## config.mk

```make
export PLATFORM = sky130hd
export DESIGN_NAME = u_pc_sequencer
export DESIGN_NICKNAME = d
export VERILOG_FILES = /design/src/rtl/rv_pkg.sv /design/src/rtl/u_fetch_timer.sv /design/src/rtl/u_pc_sequencer.sv
export SDC_FILE = /design/constraint.sdc
export NUM_CORES = 1
export LEC_CHECK = 0
export BUFFER_PORTS_ARGS = -buffer_cell sky130_fd_sc_hd__buf_2
export CORE_MARGIN = 8
export CORE_UTILIZATION = 49
export CTS_CLUSTER_SIZE = 40
export DETAILED_ROUTE_END_ITERATION = 6
export PLACE_DENSITY = 0.83
export SYNTH_ARGS = -nofsm -noshare
export SYNTH_HDL_FRONTEND = slang
export SYNTH_HIERARCHICAL = 1
export SYNTH_SLANG_ARGS = --single-unit
```

## constraint.sdc

```tcl
create_clock -name clk -period 2.6 [get_ports clk]
set_input_delay 0.13 -clock clk [delete_from_list [all_inputs] [get_ports clk]]
set_output_delay 0.13 -clock clk [all_outputs]
set_load 0.02 [all_outputs]
```

## src/rtl/rv_pkg.sv

```systemverilog
// Shared definitions for the U-type instruction sequencer: opcodes, pcop
// encodings, FSM state type and an opcode legality helper.
package rv_pkg;

  localparam logic [6:0] OPC_LUI   = 7'b0110111;
  localparam logic [6:0] OPC_AUIPC = 7'b0010111;

  localparam logic [1:0] PCOP_SEQ     = 2'd0;
  localparam logic [1:0] PCOP_SEQ_ALT = 2'd1;
  localparam logic [1:0] PCOP_JUMP    = 2'd2;
  localparam logic [1:0] PCOP_FAULT   = 2'd3;

  typedef enum logic [2:0] {
    ST_FETCH,
    ST_DECODE,
    ST_EXEC,
    ST_WB,
    ST_HALT,
    ST_FAULT
  } state_t;

  function automatic logic is_u_type(input logic [6:0] op);
    return (op == OPC_LUI) || (op == OPC_AUIPC);
  endfunction

endpackage

```

## src/rtl/u_fetch_timer.sv

```systemverilog
// Counts non-ready fetch cycles and flags the cycle on which the wait
// budget is exhausted.
module u_fetch_timer #(
  parameter int unsigned FETCH_TMO = 16
) (
  input  logic       clk,
  input  logic       rst,
  input  logic       count_en,
  input  logic       clear,
  output logic [7:0] wait_cnt,
  output logic       timeout
);

  always_ff @(posedge clk) begin
    if (rst || clear) begin
      wait_cnt <= 8'd0;
    end else if (count_en) begin
      wait_cnt <= wait_cnt + 8'd1;
    end
  end

  // Fires on the FETCH_TMO-th consecutive non-ready cycle.
  assign timeout = count_en && (wait_cnt == 8'(FETCH_TMO - 1));

endmodule

```

## src/rtl/u_pc_sequencer.sv

```systemverilog
// Multi-cycle FETCH/DECODE/EXEC/WB sequencer that owns the PC and drives an
// external combinational U-type exec unit and the register file write port.
module u_pc_sequencer
  import rv_pkg::*;
#(
  parameter logic [31:0] RESET_PC  = 32'h0000_0000,
  parameter int unsigned FETCH_TMO = 16
) (
  input  logic        clk,
  input  logic        rst,
  output logic        imem_req,
  output logic [31:0] imem_addr,
  input  logic        imem_ready,
  input  logic [31:0] imem_rdata,
  output logic [6:0]  ex_op,
  output logic [19:0] ex_imm,
  output logic [31:0] ex_pc,
  input  logic [31:0] ex_result,
  input  logic [1:0]  ex_pcop,
  output logic        rf_we,
  output logic [4:0]  rf_waddr,
  output logic [31:0] rf_wdata,
  output logic [31:0] pc,
  input  logic        halt_req,
  output logic        halted,
  output logic        fault
);

  state_t      state_q, state_d;
  logic [31:0] pc_q;
  logic [31:0] ir_q;
  logic [31:0] wdata_q;
  logic [1:0]  pcop_q;
  logic [7:0]  wait_cnt;
  logic        tmo_hit;
  logic        in_fetch;
  logic        halt_take;
  logic        fetch_active;
  logic [4:0]  rd;

  assign rd       = ir_q[11:7];
  assign in_fetch = (state_q == ST_FETCH);
  // A zero wait count marks the first FETCH cycle, the only point where halt_req is honoured.
  assign halt_take    = in_fetch && (wait_cnt == 8'd0) && halt_req;
  assign fetch_active = in_fetch && !halt_take;

  u_fetch_timer #(
    .FETCH_TMO(FETCH_TMO)
  ) u_timer (
    .clk     (clk),
    .rst     (rst),
    .count_en(fetch_active && !imem_ready),
    .clear   (!in_fetch),
    .wait_cnt(wait_cnt),
    .timeout (tmo_hit)
  );

  always_comb begin
    state_d = state_q;
    case (state_q)
      ST_FETCH: begin
        if (halt_take)       state_d = ST_HALT;
        else if (imem_ready) state_d = ST_DECODE;
        else if (tmo_hit)    state_d = ST_FAULT;
      end
      ST_DECODE: state_d = is_u_type(ir_q[6:0]) ? ST_EXEC : ST_FAULT;
      ST_EXEC:   state_d = ST_WB;
      ST_WB:     state_d = (pcop_q == PCOP_FAULT) ? ST_FAULT : ST_FETCH;
      ST_HALT:   state_d = ST_HALT;
      ST_FAULT:  state_d = ST_FAULT;
      default:   state_d = ST_FAULT;
    endcase
  end

  always_comb begin
    imem_req  = 1'b0;
    imem_addr = 32'd0;
    ex_op     = 7'd0;
    ex_imm    = 20'd0;
    ex_pc     = 32'd0;
    rf_we     = 1'b0;
    rf_waddr  = 5'd0;
    rf_wdata  = 32'd0;
    halted    = 1'b0;
    fault     = 1'b0;
    case (state_q)
      ST_FETCH: begin
        imem_req  = fetch_active;
        imem_addr = fetch_active ? pc_q : 32'd0;
      end
      ST_EXEC: begin
        ex_op  = ir_q[6:0];
        ex_imm = ir_q[31:12];
        ex_pc  = pc_q;
      end
      ST_WB: begin
        if ((rd != 5'd0) && (pcop_q != PCOP_FAULT)) begin
          rf_we    = 1'b1;
          rf_waddr = rd;
          rf_wdata = wdata_q;
        end
      end
      ST_HALT:  halted = 1'b1;
      ST_FAULT: fault  = 1'b1;
      default: ;
    endcase
  end

  always_ff @(posedge clk) begin
    if (rst) begin
      state_q <= ST_FETCH;
      pc_q    <= RESET_PC;
      ir_q    <= 32'd0;
      wdata_q <= 32'd0;
      pcop_q  <= 2'd0;
    end else begin
      state_q <= state_d;
      if (fetch_active && imem_ready) begin
        ir_q <= imem_rdata;
      end
      if (state_q == ST_EXEC) begin
        wdata_q <= ex_result;
        pcop_q  <= ex_pcop;
      end
      // A faulting pcop leaves the PC on the faulting instruction.
      if (state_q == ST_WB) begin
        case (pcop_q)
          PCOP_SEQ, PCOP_SEQ_ALT: pc_q <= pc_q + 32'd4;
          PCOP_JUMP:              pc_q <= wdata_q & ~32'h3;
          PCOP_FAULT:             pc_q <= pc_q;
          default:                pc_q <= pc_q;
        endcase
      end
    end
  end

  assign pc = pc_q;

endmodule

```

## Word-level counts from Yosys, hierarchy flattened

Cells that the tools add are included.

| operators by class | value |
|---|---|
| add/subtract/negate cells | 2 |
| eq/ne operators | 13 |
| multiplexer cells | 21 |
| bitwise gates (word level) | 1 |
| reductions and logical operators | 18 |

Operators with widths:

| operator | count |
|---|---|
| 32-bit 2-to-1 mux | 5 |
| 32-bit case mux with 2 select lines | 1 |
| 32-bit by 3-bit adder with 32-bit output, second input constant | 1 |
| 20-bit 2-to-1 mux | 1 |
| 3-bit 2-to-1 mux | 5 |
| 3-bit case mux with 5 select lines | 1 |
| 5-bit 2-to-1 mux | 2 |
| 8-bit by 1-bit adder with 8-bit output, second input constant | 1 |
| 8-bit by 4-bit equality test with 1-bit output, second input constant | 1 |
| 8-bit zero test | 1 |
| 7-bit by 5-bit equality test with 1-bit output, second input constant | 1 |
| 7-bit by 6-bit equality test with 1-bit output, second input constant | 1 |
| 1-bit logical AND | 7 |
| 7-bit 2-to-1 mux | 1 |
| 3-bit by 2-bit equality test with 1-bit output, second input constant | 2 |
| 3-bit equality test, second input constant | 2 |
| 1-bit 2-to-1 mux | 5 |
| 5-bit nonzero test | 1 |
| 2-bit equality test, second input constant | 2 |
| 4-bit by 3-bit inequality test with 1-bit output, second input constant | 1 |
| 3-bit by 1-bit equality test with 1-bit output, second input constant | 1 |
| 1-bit zero test | 3 |
| 3-bit zero test | 1 |
| 2-bit by 1-bit equality test with 1-bit output, second input constant | 1 |
| 6 further kinds | 7 |

| word-level totals | value |
|---|---|
| flip-flop bits (word level) | 109 |
| bits of input ports | 70 |
| output and inout bits | 164 |

## Longest topological paths before layout

| depth | value |
|---|---|
| depth in word-level cells | 11 |
| depth in mapped cells | 10 |

## Hierarchy

Netlist, hierarchy kept.

Modules (own cells, without submodules):

| module | instances | cells each | area each (um2) | sequential area each (um2) |
|---|---|---|---|---|
| u_pc_sequencer | 1 | 759 | 5527.8 | 1981.9 |
| u_fetch_timer | 1 | 39 | 356.6 | 160.2 |

## Least setup slack after synthesis

No wires, ideal clock.

| path | value |
|---|---|
| path type | register -> register |
| from | register state_q[2] |
| to | register u_timer.wait_cnt[7] |
| setup time | 115 ps |
| data arrival time | 1986 ps |
| path slack | 499 ps |
| cell stages (with the launch flop) | 8 |
| buffers on the path | 1 |
| clock period less this slack | 2101 ps |
| cells stage by stage | dfxtp_1 -> buf_6 -> or3_1 -> a31oi_2 -> and2_1 -> nand4_2 -> o31a_1 -> o21a_1 |

| on the way | value |
|---|---|
| cells in the longest elaborated chain, start to end | 6 |
| elaborated cells on any way between the ends | 8 |
| classes of those cells | 8 x reduce/logical |

Ends and longest elaborated chain:

| element | RTL line | RTL |
|---|---|---|
| start: declaration | u_pc_sequencer.sv:29 | `state_t state_q, state_d;` |
| start signal: assignment | u_pc_sequencer.sv:117 | `state_q <= state_d;` |
| 3-bit zero test (*) | u_pc_sequencer.sv:42 | `assign in_fetch = (state_q == ST_FETCH);` |
| 1-bit logical AND (2 in a row) | u_pc_sequencer.sv:44 | `assign halt_take = in_fetch && (wait_cnt == 8'd0) && halt_req;` |
| 1-bit zero test | u_pc_sequencer.sv:45 | `assign fetch_active = in_fetch && !halt_take;` |
| 1-bit logical AND | u_pc_sequencer.sv:45 |  |
| 1-bit logical AND | u_pc_sequencer.sv:52 | `.count_en(fetch_active && !imem_ready),` |
| end signal: assignment | u_fetch_timer.sv:18 | `wait_cnt <= wait_cnt + 8'd1;` |
| end: declaration | u_fetch_timer.sv:10 | `output logic [7:0] wait_cnt,` |

Mark *: on every way between the ends. The rest lies on a longest branch, timed or not.
A chain may end at the register's enable or synchronous reset.

## Final worst setup path

| path | value |
|---|---|
| from | register state_q[1] |
| to | output port ex_pc[15] |

| on the way | value |
|---|---|
| cells in the longest elaborated chain, start to end | 2 |

Ends and longest elaborated chain:

| element | RTL line | RTL |
|---|---|---|
| 3-bit by 2-bit equality test with 1-bit output | u_pc_sequencer.sv:86 | `case (state_q)` |
| 32-bit 2-to-1 mux | u_pc_sequencer.sv:86 |  |
| end: declaration | u_pc_sequencer.sv:17 | `output logic [31:0] ex_pc,` |

No other way between the ends.

==> metrics.cfg <==
[synth]
yosys-top-cells-count = nand2_1 (171), and2_1 (120), dfxtp_1 (107)
synth_edf_count = 0
synthDominantCellAreaShare_pct = 36.4
synth_ff_type = dfxtp_1
yosysSeqAreaShare_pct = 36.4
syn_area_um2 = 5880
avgSynthCellArea_um2 = 7.37
async_reset_ff_share_pct = 0
synth_area_leaders = dfxtp_1 (36%), and2_1 (13%), nand2_1 (11%)
synth.most_common_cell = nand2_1
ys_ff_latch = 107
synth_top_area_cell = dfxtp_1
yosysUniqueCellTypes = 63
syn-instance-count = 798
ys_warn_count = 6

[die]
die_h_um = 126
ios = 234
initial_core_util_pct = 49.6
die_w_um = 126
die_area_um2 = 15800
row_count = 40
coreArea_um2 = 11900

[clock_network]
cts_tree = yes
clk_pin_slew_ns = 0.07
cts.htree.levels = 3
clock_sinks = 107
clock-root-buffer = clkbuf_16
hold_buffers = 0
numCtsBuffers = 9
cts_buffer_depth = 2
cts_repair_resize_count = 0
clock_latency_ns = 0.34
postCtsSetupRepairBufs = 0

[timing]
rsz0062_at_grt = no
slew-limit-headroom_pct = 36.0
finalCritPeriodShare_pct = 92.7
tns_ns = 0
setup_slack_ns = 0.189
hold_violations = 0
setup_viol_count_final = 0
fin_crit_ns = 2.41
fin_skew_ns = 0.00734
max_freq_mhz = 415
maxSlewViolCount = 0
worstMarginPinSlew_ns = 0.960

[layout]
n_fill_cell = 1084
area_growth_syn_to_layout_pct = 24.3
drive_above_1_share_pct = 28.4
fin_nets = 1059
n_antenna_cell = 0
design_area_um2 = 7310

[power]
seqPwrFrac_pct = 51.6
switchingPower_w = 0.000942
pwr-share-comb_pct = 11.0
internal_power_w = 0.00252
fin_total_pwr_w = 0.00346
peakVddDrop_mv = 0.542
clockPowerShare_pct = 37.4
cellPowerDensity_nw_per_um2 = 474
power_leakage_nw = 3.33
swShare_pct = 27.2

[routing]
via_count = 6152
postRouteAntennaNets = 0
avgViaCountPerCell = 5.41
first_iter_violations = 451
drt_pass1_iterations = 5
avgRoutedWirePerCell_um = 15.9
drc_errors = 0
wirelength_mm = 18.1

[worst_setup_path]
critPathLaunchType = register
critical_path_class = register to primary output
cp.arrival_ns = 2.28
critPathCaptureType = primary output
worst_ep_required_time_ns = 2.47
cp_max_fo = 24

[grt]
grt_pass1_vias = 5813
grt_usage_pct = 22.2
grt_remaining_overflow = 0
antenna_found_initial = 0
grt_pass1_wl_mm = 29.1
grt_max_degree = 67

[flow_run]
cap_violations = 0

[placed_design]
hpwl_mm = 13.2
preCtsSetupSlack_ns = 0.391
port_buffers = 227
dpl-instance-area_um2 = 7040
gp_congestion = 0.873

[status]
outcome = finished clean

[worst_hold_path]
hold_class = primary input to register

[flip-flops by register name (all words and copies together), names as in the netlist]
register	cells
state_q	3
u_timer/wait_cnt	8
pc	30
wdata_q	32
pcop_q	2
ir_q	32
[power by group through the flow]
stage               sequential, W  clock (W)  combinational (W)
floorplan                 0.00182          0           0.000238
global placement          0.00182          0           0.000376
detailed placement        0.00183          0           0.000381
CTS                       0.00179    0.00133           0.000383
global route              0.00180    0.00139           0.000417
finish                    0.00179    0.00130           0.000380
[final cells by class]
cell class / count / area, um2 / area share, %
sequential: 107 / 2140 / 29.3
multi-input combinational: 619 / 3400 / 46.5
timing repair buffer: 242 / 1280 / 17.4
inverter: 8 / 30.0 / 0.411
clock inverter: 5 / 40.0 / 0.547
tap: 147 / 184 / 2.51
clock buffer: 10 / 239 / 3.27
[through the flow]
stage	instances	util, %	hold WS, ns
global route	1138	61.7	0.00434
finish	1138	61.7	0.0138
CTS	1138	61.7	0.00265
detailed placement	1123	59.3	0.376
floorplan	803	-	0.266
global placement	1123	59.3	0.370
[layout by cell type, fill, tap and decap left out, types with 3 or more instances in the layout]
master      count
a21o_1          5
nand3_1        15
a22o_1          5
clkbuf_16       9
nand4_1        15
or3_1          10
nand2b_1        3
and3_1         15
nand4_2         3
and2_1        120
nand2_1       171
xor2_1          3
a22oi_1         6
buf_4          14
o211ai_1        3
mux2i_1         6
nor2_1         36
or2_2           3
conb_1          6
dfxtp_1       107
or4_1           3
buf_2         226
clkinvlp_4      3
a21oi_1        92
o21ai_0        17
nor4_1          3
inv_1           8
a32oi_1         3
nor3_1         20
a31oi_1        13
o22ai_1         3
[metal layers]
layer,track usage (%),wire [um]
met1,24.6,7340
met2,37.3,8600
met3,9.48,1850
met4,7.59,292
met5,0,0
[worst paths after layout]
| path | startpoint | endpoint | slack [ns] | cells after the start |
|---|---|---|---|---|
| max | state_q[1] | ex_pc[15] | 0.19 | 4 |
| min reg2reg | wdata_q[1] | wdata_q[1] | 0.45 | 2 |
| min | imem_rdata[0] | ir_q[0] | 0.01 | 3 |
| max reg2reg | u_timer/wait_cnt[4] | state_q[2] | 0.37 | 9 |
[kinds of logic after synthesis]
logic type / Yosys count / share of synthesized area, %
adders and majority gates: 2 / 0.425
AOI/OAI and AO/OA: 168 / 17.0
muxes: 6 / 1.02
other: 1 / 0.0637
and+or+nand+nor: 433 / 37.9
DFF: 107 / 36.4
xor gates and xnor gates: 4 / 0.595
buffers and inverters: 77 / 6.55
[critical path, stage by stage, from the launching register on]
cell	delay, ns
dfxtp_1	0.50
inv_1	0.18
or3_1	0.74
nor2_1	0.30
buf_2	0.21
Power figures use the tool's default switching activity.
